File: src/rtl/add64_seq.sv
// add64_seq: splits a 64-bit add into two passes through an external
// registered 32-bit adder, low halves first, then high halves with the
// low-half carry chained in. Produces a 64-bit sum, a carry-out and a
// one-cycle done pulse.
module add64_seq #(
   parameter int ADD_LAT = 1
) (
   input  logic        clock,
   input  logic        reset_n,
   input  logic        start,
   input  logic [63:0] op_a,
   input  logic [63:0] op_b,
   input  logic        ci,
   output logic        busy,
   output logic        done,
   output logic [63:0] sum,
   output logic        co,
   output logic [31:0] add_a,
   output logic [31:0] add_b,
   output logic        add_ci,
   input  logic [31:0] add_s,
   input  logic        add_co
);

   // Phase counter width: enough to count 0..ADD_LAT, never less than one bit.
   localparam int CW = (ADD_LAT + 1 > 2) ? $clog2(ADD_LAT + 1) : 1;
   localparam logic [CW-1:0] CNT_LAST = CW'(ADD_LAT);

   localparam logic [1:0] ST_IDLE = 2'd0;
   localparam logic [1:0] ST_LO   = 2'd1;
   localparam logic [1:0] ST_HI   = 2'd2;
   localparam logic [1:0] ST_DONE = 2'd3;

   logic [1:0]    state_q,  state_d;
   logic [CW-1:0] cnt_q,    cnt_d;
   logic [31:0]   a_hi_q,   a_hi_d;
   logic [31:0]   b_hi_q,   b_hi_d;
   logic [31:0]   sum_lo_q, sum_lo_d;
   logic [63:0]   sum_q,    sum_d;
   logic          co_q,     co_d;
   logic          busy_q,   busy_d;
   logic          done_q,   done_d;
   logic [31:0]   add_a_q,  add_a_d;
   logic [31:0]   add_b_q,  add_b_d;
   logic          add_ci_q, add_ci_d;

   logic          accept_s;
   logic          last_s;

   // A request is only taken when no operation is in flight (IDLE or DONE).
   assign accept_s = start & ((state_q == ST_IDLE) | (state_q == ST_DONE));
   assign last_s   = (cnt_q == CNT_LAST);

   // Next-state and datapath decode. The adder inputs are registered so they
   // are already valid in the first cycle of each phase; the latched carry-in
   // and later the low-half carry live directly in add_ci_q.
   always_comb begin
      state_d  = state_q;
      cnt_d    = cnt_q;
      a_hi_d   = a_hi_q;
      b_hi_d   = b_hi_q;
      sum_lo_d = sum_lo_q;
      sum_d    = sum_q;
      co_d     = co_q;
      busy_d   = busy_q;
      done_d   = 1'b0;
      add_a_d  = add_a_q;
      add_b_d  = add_b_q;
      add_ci_d = add_ci_q;
      if (accept_s) begin
         state_d  = ST_LO;
         cnt_d    = {CW{1'b0}};
         a_hi_d   = op_a[63:32];
         b_hi_d   = op_b[63:32];
         add_a_d  = op_a[31:0];
         add_b_d  = op_b[31:0];
         add_ci_d = ci;
         busy_d   = 1'b1;
      end else begin
         case (state_q)
            ST_IDLE: begin
               busy_d = 1'b0;
            end
            ST_LO: begin
               if (last_s) begin
                  state_d  = ST_HI;
                  cnt_d    = {CW{1'b0}};
                  sum_lo_d = add_s;
                  add_a_d  = a_hi_q;
                  add_b_d  = b_hi_q;
                  add_ci_d = add_co;
               end else begin
                  cnt_d = cnt_q + CW'(1);
               end
            end
            ST_HI: begin
               if (last_s) begin
                  state_d  = ST_DONE;
                  cnt_d    = {CW{1'b0}};
                  sum_d    = {add_s, sum_lo_q};
                  co_d     = add_co;
                  done_d   = 1'b1;
                  busy_d   = 1'b0;
                  add_a_d  = 32'd0;
                  add_b_d  = 32'd0;
                  add_ci_d = 1'b0;
               end else begin
                  cnt_d = cnt_q + CW'(1);
               end
            end
            ST_DONE: begin
               state_d = ST_IDLE;
               busy_d  = 1'b0;
            end
            default: begin
               state_d  = ST_IDLE;
               cnt_d    = {CW{1'b0}};
               busy_d   = 1'b0;
               add_a_d  = 32'd0;
               add_b_d  = 32'd0;
               add_ci_d = 1'b0;
            end
         endcase
      end
   end

   // State and output registers; reset discards any in-flight operation.
   always_ff @(posedge clock or negedge reset_n) begin
      if (!reset_n) begin
         state_q  <= ST_IDLE;
         cnt_q    <= {CW{1'b0}};
         a_hi_q   <= 32'd0;
         b_hi_q   <= 32'd0;
         sum_lo_q <= 32'd0;
         sum_q    <= 64'd0;
         co_q     <= 1'b0;
         busy_q   <= 1'b0;
         done_q   <= 1'b0;
         add_a_q  <= 32'd0;
         add_b_q  <= 32'd0;
         add_ci_q <= 1'b0;
      end else begin
         state_q  <= state_d;
         cnt_q    <= cnt_d;
         a_hi_q   <= a_hi_d;
         b_hi_q   <= b_hi_d;
         sum_lo_q <= sum_lo_d;
         sum_q    <= sum_d;
         co_q     <= co_d;
         busy_q   <= busy_d;
         done_q   <= done_d;
         add_a_q  <= add_a_d;
         add_b_q  <= add_b_d;
         add_ci_q <= add_ci_d;
      end
   end

   assign busy   = busy_q;
   assign done   = done_q;
   assign sum    = sum_q;
   assign co     = co_q;
   assign add_a  = add_a_q;
   assign add_b  = add_b_q;
   assign add_ci = add_ci_q;

endmodule

File: config.mk
export PLATFORM = sky130hd
export DESIGN_NAME = add64_seq
export DESIGN_NICKNAME = d
export VERILOG_FILES = /design/src/rtl/add64_seq.sv
export SDC_FILE = /design/constraint.sdc
export NUM_CORES = 1
export LEC_CHECK = 0
export ABC_AREA = 1
export BUFFER_PORTS_ARGS = -buffer_cell sky130_fd_sc_hd__buf_4
export CAP_MARGIN = 20
export CORE_MARGIN = 4
export CORE_UTILIZATION = 44
export DETAILED_ROUTE_END_ITERATION = 10
export MAX_ROUTING_LAYER = met4
export PLACE_DENSITY_LB_ADDON = 0.2
export SLEW_MARGIN = 20
export SYNTH_ARGS = -nofsm -noshare
export SYNTH_HDL_FRONTEND = slang
export SYNTH_SLANG_ARGS = --single-unit
File: constraint.sdc
create_clock -name clock -period 2.6 [get_ports clock]
set_clock_uncertainty 0.05 [all_clocks]
set_input_delay 0.78 -clock clock [delete_from_list [all_inputs] [get_ports clock]]
set_output_delay 0.78 -clock clock [all_outputs]
set_load 0.005 [all_outputs]
# [After elaboration in Yosys (flattened, before gate mapping)]
# Cells that the tools add are included.
[totals] mem_bits_ro=0 ramBits=0 ff_bits=231 elab_cells=56 out_inout_bits=132 latch_bits=0 n_memories=0
[op_classes] n_mul=0 shifts=0 order_cmp=0 muxes=23 n_div=0 eq_ne=5 n_bitwise=3 n_addsub=1 n_reduce_logical=12
[op_table] op="$mux 32" count=5
[op_table] op="$pmux 32 s2" count=2
[op_table] op="$reduce_and 3->1" count=4
[op_table] op="$mux 1" count=10
[op_table] op="$mux 2" count=3
[op_table] op="$ne 3x3->1 const B" count=2
[op_table] op="$pmux 2 s3" count=1
[op_table] op="$reduce_bool 3->1" count=2
[op_table] op="$eq 2x2->1 const B" count=2
[op_table] op="$pmux 1 s2" count=2
[op_table] op="$reduce_bool 4->1" count=1
[op_table] op="$reduce_or 2->1" count=2
[op_table] op="$eq 2x1->1 const B" count=1
[op_table] op="$logic_not 2->1" count=1
[op_table] op="$reduce_and 2->1" count=1
[op_table] op="$reduce_bool 2->1" count=1
[op_table] op="$add 1x1->1 const B" count=1
[op_table] op="$and 1x1->1" count=1
[op_table] op="$not 1->1" count=1
[op_table] op="$or 1x1->1" count=1

# [Longest topological paths before layout]
[logic_depth] word_depth=5 depth_mapped=12 ltp_nobuf=8

# [Least setup slack after synthesis]
# No wires, ideal clock.
[synth_timing] path_type="register to register" start="register state_q[0]" end="register add_a_q[10] (netlist: add_a[10])" path_buffers=4 setup_ps=116 slack_ps=836 t_arrival_ps=1598 path_stages_with_launch=13 synth_period_minus_slack_ps=1764 cell_sequence="dfrtp_1 > inv_1 > ha_1 > buf_2 > nand2_1 > buf_6 > nand2_1 > nand2_2 > inv_2 > buf_6 > buf_4 > nand2_1 > nand2_1"
[synth_between] elab_chain_cells=5 elab_cells_between_ends=12 classes_between="eq/ne: 5; mux: 2; bitwise: 2; reduce/logical: 3"
[synth_lines] item="start, declared" line_no="34" source="logic [1:0] state_q, state_d;"
[synth_lines] item="start signal, assigned" line_no="143" source="state_q <= state_d;"
[synth_lines] item="$eq 2x2->1 / $logic_not 2->1 (equally long branches)" line_no="51" source="assign accept_s = start & ((state_q == ST_IDLE) | (state_q == ST_DONE));"
[synth_lines] item="$or 1x1->1" line_no="51"
[synth_lines] item="$and 1x1->1" line_no="51"
[synth_lines] item="$ne 3x3->1 (no source line) / $reduce_bool 3->1 (equally long branches)"
[synth_lines] item="$reduce_and 3->1 (no source line)"
[synth_lines] item="end signal, assigned" line_no="139" source="add_a_q <= 32'd0;"
[synth_lines] item="end signal, assigned" line_no="152" source="add_a_q <= add_a_d;"
[synth_lines] item="end, declared" line_no="43" source="logic [31:0] add_a_q, add_a_d;"
# Several ways; a longest one is shown, not always the timed one.
# A chain may end at the register's enable or synchronous reset.

# [Final worst setup path]
[layout_timing] start="register state_q[0]" end="register add_b_q[30] (netlist: add_b[30])"
[layout_between] elab_chain_cells=5 elab_cells_between_ends=12 classes_between="eq/ne: 5; mux: 2; bitwise: 2; reduce/logical: 3"
[layout_lines] item="$eq 2x2->1 / $logic_not 2->1 (equally long branches)" line_no="51"
[layout_lines] item="$or 1x1->1" line_no="51"
[layout_lines] item="$and 1x1->1" line_no="51"
[layout_lines] item="$ne 3x3->1 (no source line) / $reduce_bool 3->1 (equally long branches)"
[layout_lines] item="$reduce_and 3->1 (no source line)"
[layout_lines] item="end signal, assigned" line_no="140" source="add_b_q <= 32'd0;"
[layout_lines] item="end signal, assigned" line_no="153" source="add_b_q <= add_b_d;"
[layout_lines] item="end, declared" line_no="44" source="logic [31:0] add_b_q, add_b_d;"
# Several ways; a longest one is shown, not always the timed one.

==> results.json <==
{
  "status": "finished, final reports clean",
  "final_cells": 1749,
  "drt_first_pass_iters": 7,
  "dp_hpwl_mm": 18.3,
  "io_buffers": 296,
  "place.gp.congestion": 0.827,
  "postCtsResizedCells": 0,
  "p_per_area_nw_per_um2": 1260,
  "fmax_mhz": 465,
  "synth_cell_types": 19,
  "ios": 297,
  "clkTransAtPathRegs_ns": 0.06,
  "grt_antenna_before_repair": 0,
  "vias": 8701,
  "setup_viol": 0,
  "grt_max_degree": 131,
  "cpMostUsedCell": "nand2_1",
  "criticalPathCategory": "flip-flop to flip-flop",
  "synthesis.area_sq_um": 9890,
  "area_growth_pct": 33.3,
  "via_per_inst": 4.97,
  "rows": 54,
  "initial_core_util_pct": 45.0,
  "setup_ws_ns": 0.451,
  "vdd_ir_drop_max_mv": 0.855,
  "die_area_sq_um": 24900,
  "worstHoldPathType": "input pin to asynchronous set/reset pin",
  "syn_area_per_cell_sq_um": 8.29,
  "clock_path_buffers": 3,
  "cts_root_buf": "clkbuf_16",
  "period_share_pct": 82.7,
  "core-area_sq_um": 22000,
  "nNetsFinal": 1621,
  "grt_usage_pct": 22.0,
  "grt_pass1_wl_mm": 43.6,
  "ys_ff_latch": 231,
  "diodes": 0,
  "synth_top_area_share_pct": 58.5,
  "first_iter_violations": 669,
  "design_area_sq_um": 13200,
  "cts_max_level": 1,
  "period_minus_slack_ns": 2.15,
  "holdBufCountCts": 0,
  "worst_pin_slew_ns": 0.795,
  "final_cell_mix": "nand2_1, buf_4, dfrtp_1, nand3_1, o21ai_0",
  "rsz0062_at_grt": "no",
  "wl_mm": 27.3,
  "drive_gt1_share_pct": 24.9,
  "die_height_um": 158,
  "multi_input_area_sq_um": 3550,
  "drc_errors": 0,
  "startpoint_type": "flip-flop",
  "cts_buffers": 25,
  "placed_area_sq_um": 12300,
  "final_common_cell": "nand2_1",
  "avgRoutedWirePerCell_um": 15.6,
  "grt_overflow_total": 0,
  "cts_sinks": 231,
  "nFillCells": 1975,
  "synth_warnings": 0,
  "ys_top_cells_by_area": "dfrtp_1, nand2_1, nand3_1",
  "max_stage_delay_ns": 0.62,
  "ff_latch_area_sq_um": 5780,
  "maxCapViolCount": 0,
  "postCtsSetupRepairBufs": 0,
  "cts_tree": "done",
  "cpMaxStageDelayCell": "buf_4",
  "hold_viol_final": 0,
  "ant_nets": 0,
  "die_x_um": 158,
  "dpl.cell_count": 1705,
  "crit_chain": "inv_1 > ha_4 > nand2_4 > buf_4 > nand3_1 > nand2_1 > nand2_1 > nand2_1",
  "cp-end-kind": "flip-flop",
  "synth_seq_area_share_pct": 58.5,
  "setup-tns-final_ns": 0,
  "crit_path_max_fanout": 82,
  "synth_nets": 1362,
  "worstSkewPairLatency_ns": 0.50,
  "critPathArrivalTime_ns": 2.54,
  "grt_pass1_vias": 8425,
  "synthCells": 1193,
  "worst_ep_required_time_ns": 3.00,
  "post-place-ws_ns": 0.375,
  "cellLeakagePower_uw": 0.00724,
  "yosysTopAreaCell": "dfrtp_1",
  "relSlewSlack_pct": 47.0,
  "drv_slew": 0
}
## Yosys cell counts
library cell / number
inv_2: 2
nand2_2: 1
buf_1: 2
inv_1: 40
buf_6: 2
clkbuf_1: 37
nand4_1: 1
a21oi_1: 1
nand3_1: 197
ha_1: 4
nor2_4: 1
nand2_1: 563
o21ai_1: 1
o21ai_0: 65
buf_4: 14
dfrtp_1: 231
nand3_4: 1
buf_2: 29
nor2_1: 1
## metrics by stage
step	hold slack [ns]	utilization, %	power [uW]
final	0.160	60.0	16600
after floorplan	0.393	-	10300
after global routing	0.190	60.0	18000
after detailed placement	0.409	56.2	13200
after global placement	0.404	56.2	13000
after CTS	0.169	60.0	16800
## power breakdown
| group | leakage, uW | switching [uW] | internal (uW) |
|---|---|---|---|
| clock network | 0.000399 | 1430 | 2150 |
| registers | 0.00286 | 891 | 5330 |
| logic | 0.00398 | 3940 | 2870 |
## sequential cells by signal, summed over array words and instances (netlist names)
register	flops
busy	1
b_hi_q	32
done	1
state_q	2
add_b	32
sum_lo_q	32
co	1
add_a	32
cnt_q	1
sum	64
add_ci	1
a_hi_q	32
## kinds of logic after synthesis
group | count (synthesis) | share of synthesized area, %
AOI/OAI and AO/OA | 67 | 3.39
and+or+nand+nor | 765 | 31.8
adders and majority gates | 4 | 0.506
DFF | 231 | 58.5
buffers and inverters | 126 | 5.83
## routing by layer
metal  global-route usage, %  wire length [um]  vias to the layer above
met1                    30.1             11900                     4057
met2                    33.8             12500                      304
met5                       -                 0                        -
met4                    5.82               624                        0
li1                        -                 -                     4295
met3                    4.54              2290                       45
## area by class of cell
class / instances / area share, %
clock inverters: 14 / 1.22
flip-flops and latches: 231 / 43.9
repair buffers: 316 / 19.0
inverters: 42 / 1.20
multi-input cells: 836 / 26.9
well taps: 280 / 2.66
clock buffers: 30 / 5.12
## worst max-delay path, delay by kind of cell (launching register included)
| kind | cells | cell delay (ns) |
|---|---|---|
| buf+inv | 2 | 0.76 |
| simple gates | 5 | 0.54 |
| flops | 1 | 0.41 |
| fa+ha+maj | 1 | 0.24 |
## worst paths after layout
check | startpoint | to | slack, ns | cells after the start
hold reg to reg | a_hi_q[30]$_DFFE_PN0P_ | a_hi_q[30]$_DFFE_PN0P_ | 0.42 | 2
hold / removal | reset_n | sum[18]$_DFFE_PN0P_ | 0.16 | 1
setup / recovery | state_q[0]$_DFFE_PN0P_ | add_b[30]$_DFFE_PN0P_ | 0.45 | 8
setup reg to reg | state_q[0]$_DFFE_PN0P_ | add_b[30]$_DFFE_PN0P_ | 0.45 | 8
max in group asynchronous | reset_n | b_hi_q[5]$_DFFE_PN0P_ | 1.69 | 2
min in group clock | a_hi_q[30]$_DFFE_PN0P_ | a_hi_q[30]$_DFFE_PN0P_ | 0.42 | 2
Note: power is estimated with default switching activity, not from simulation.
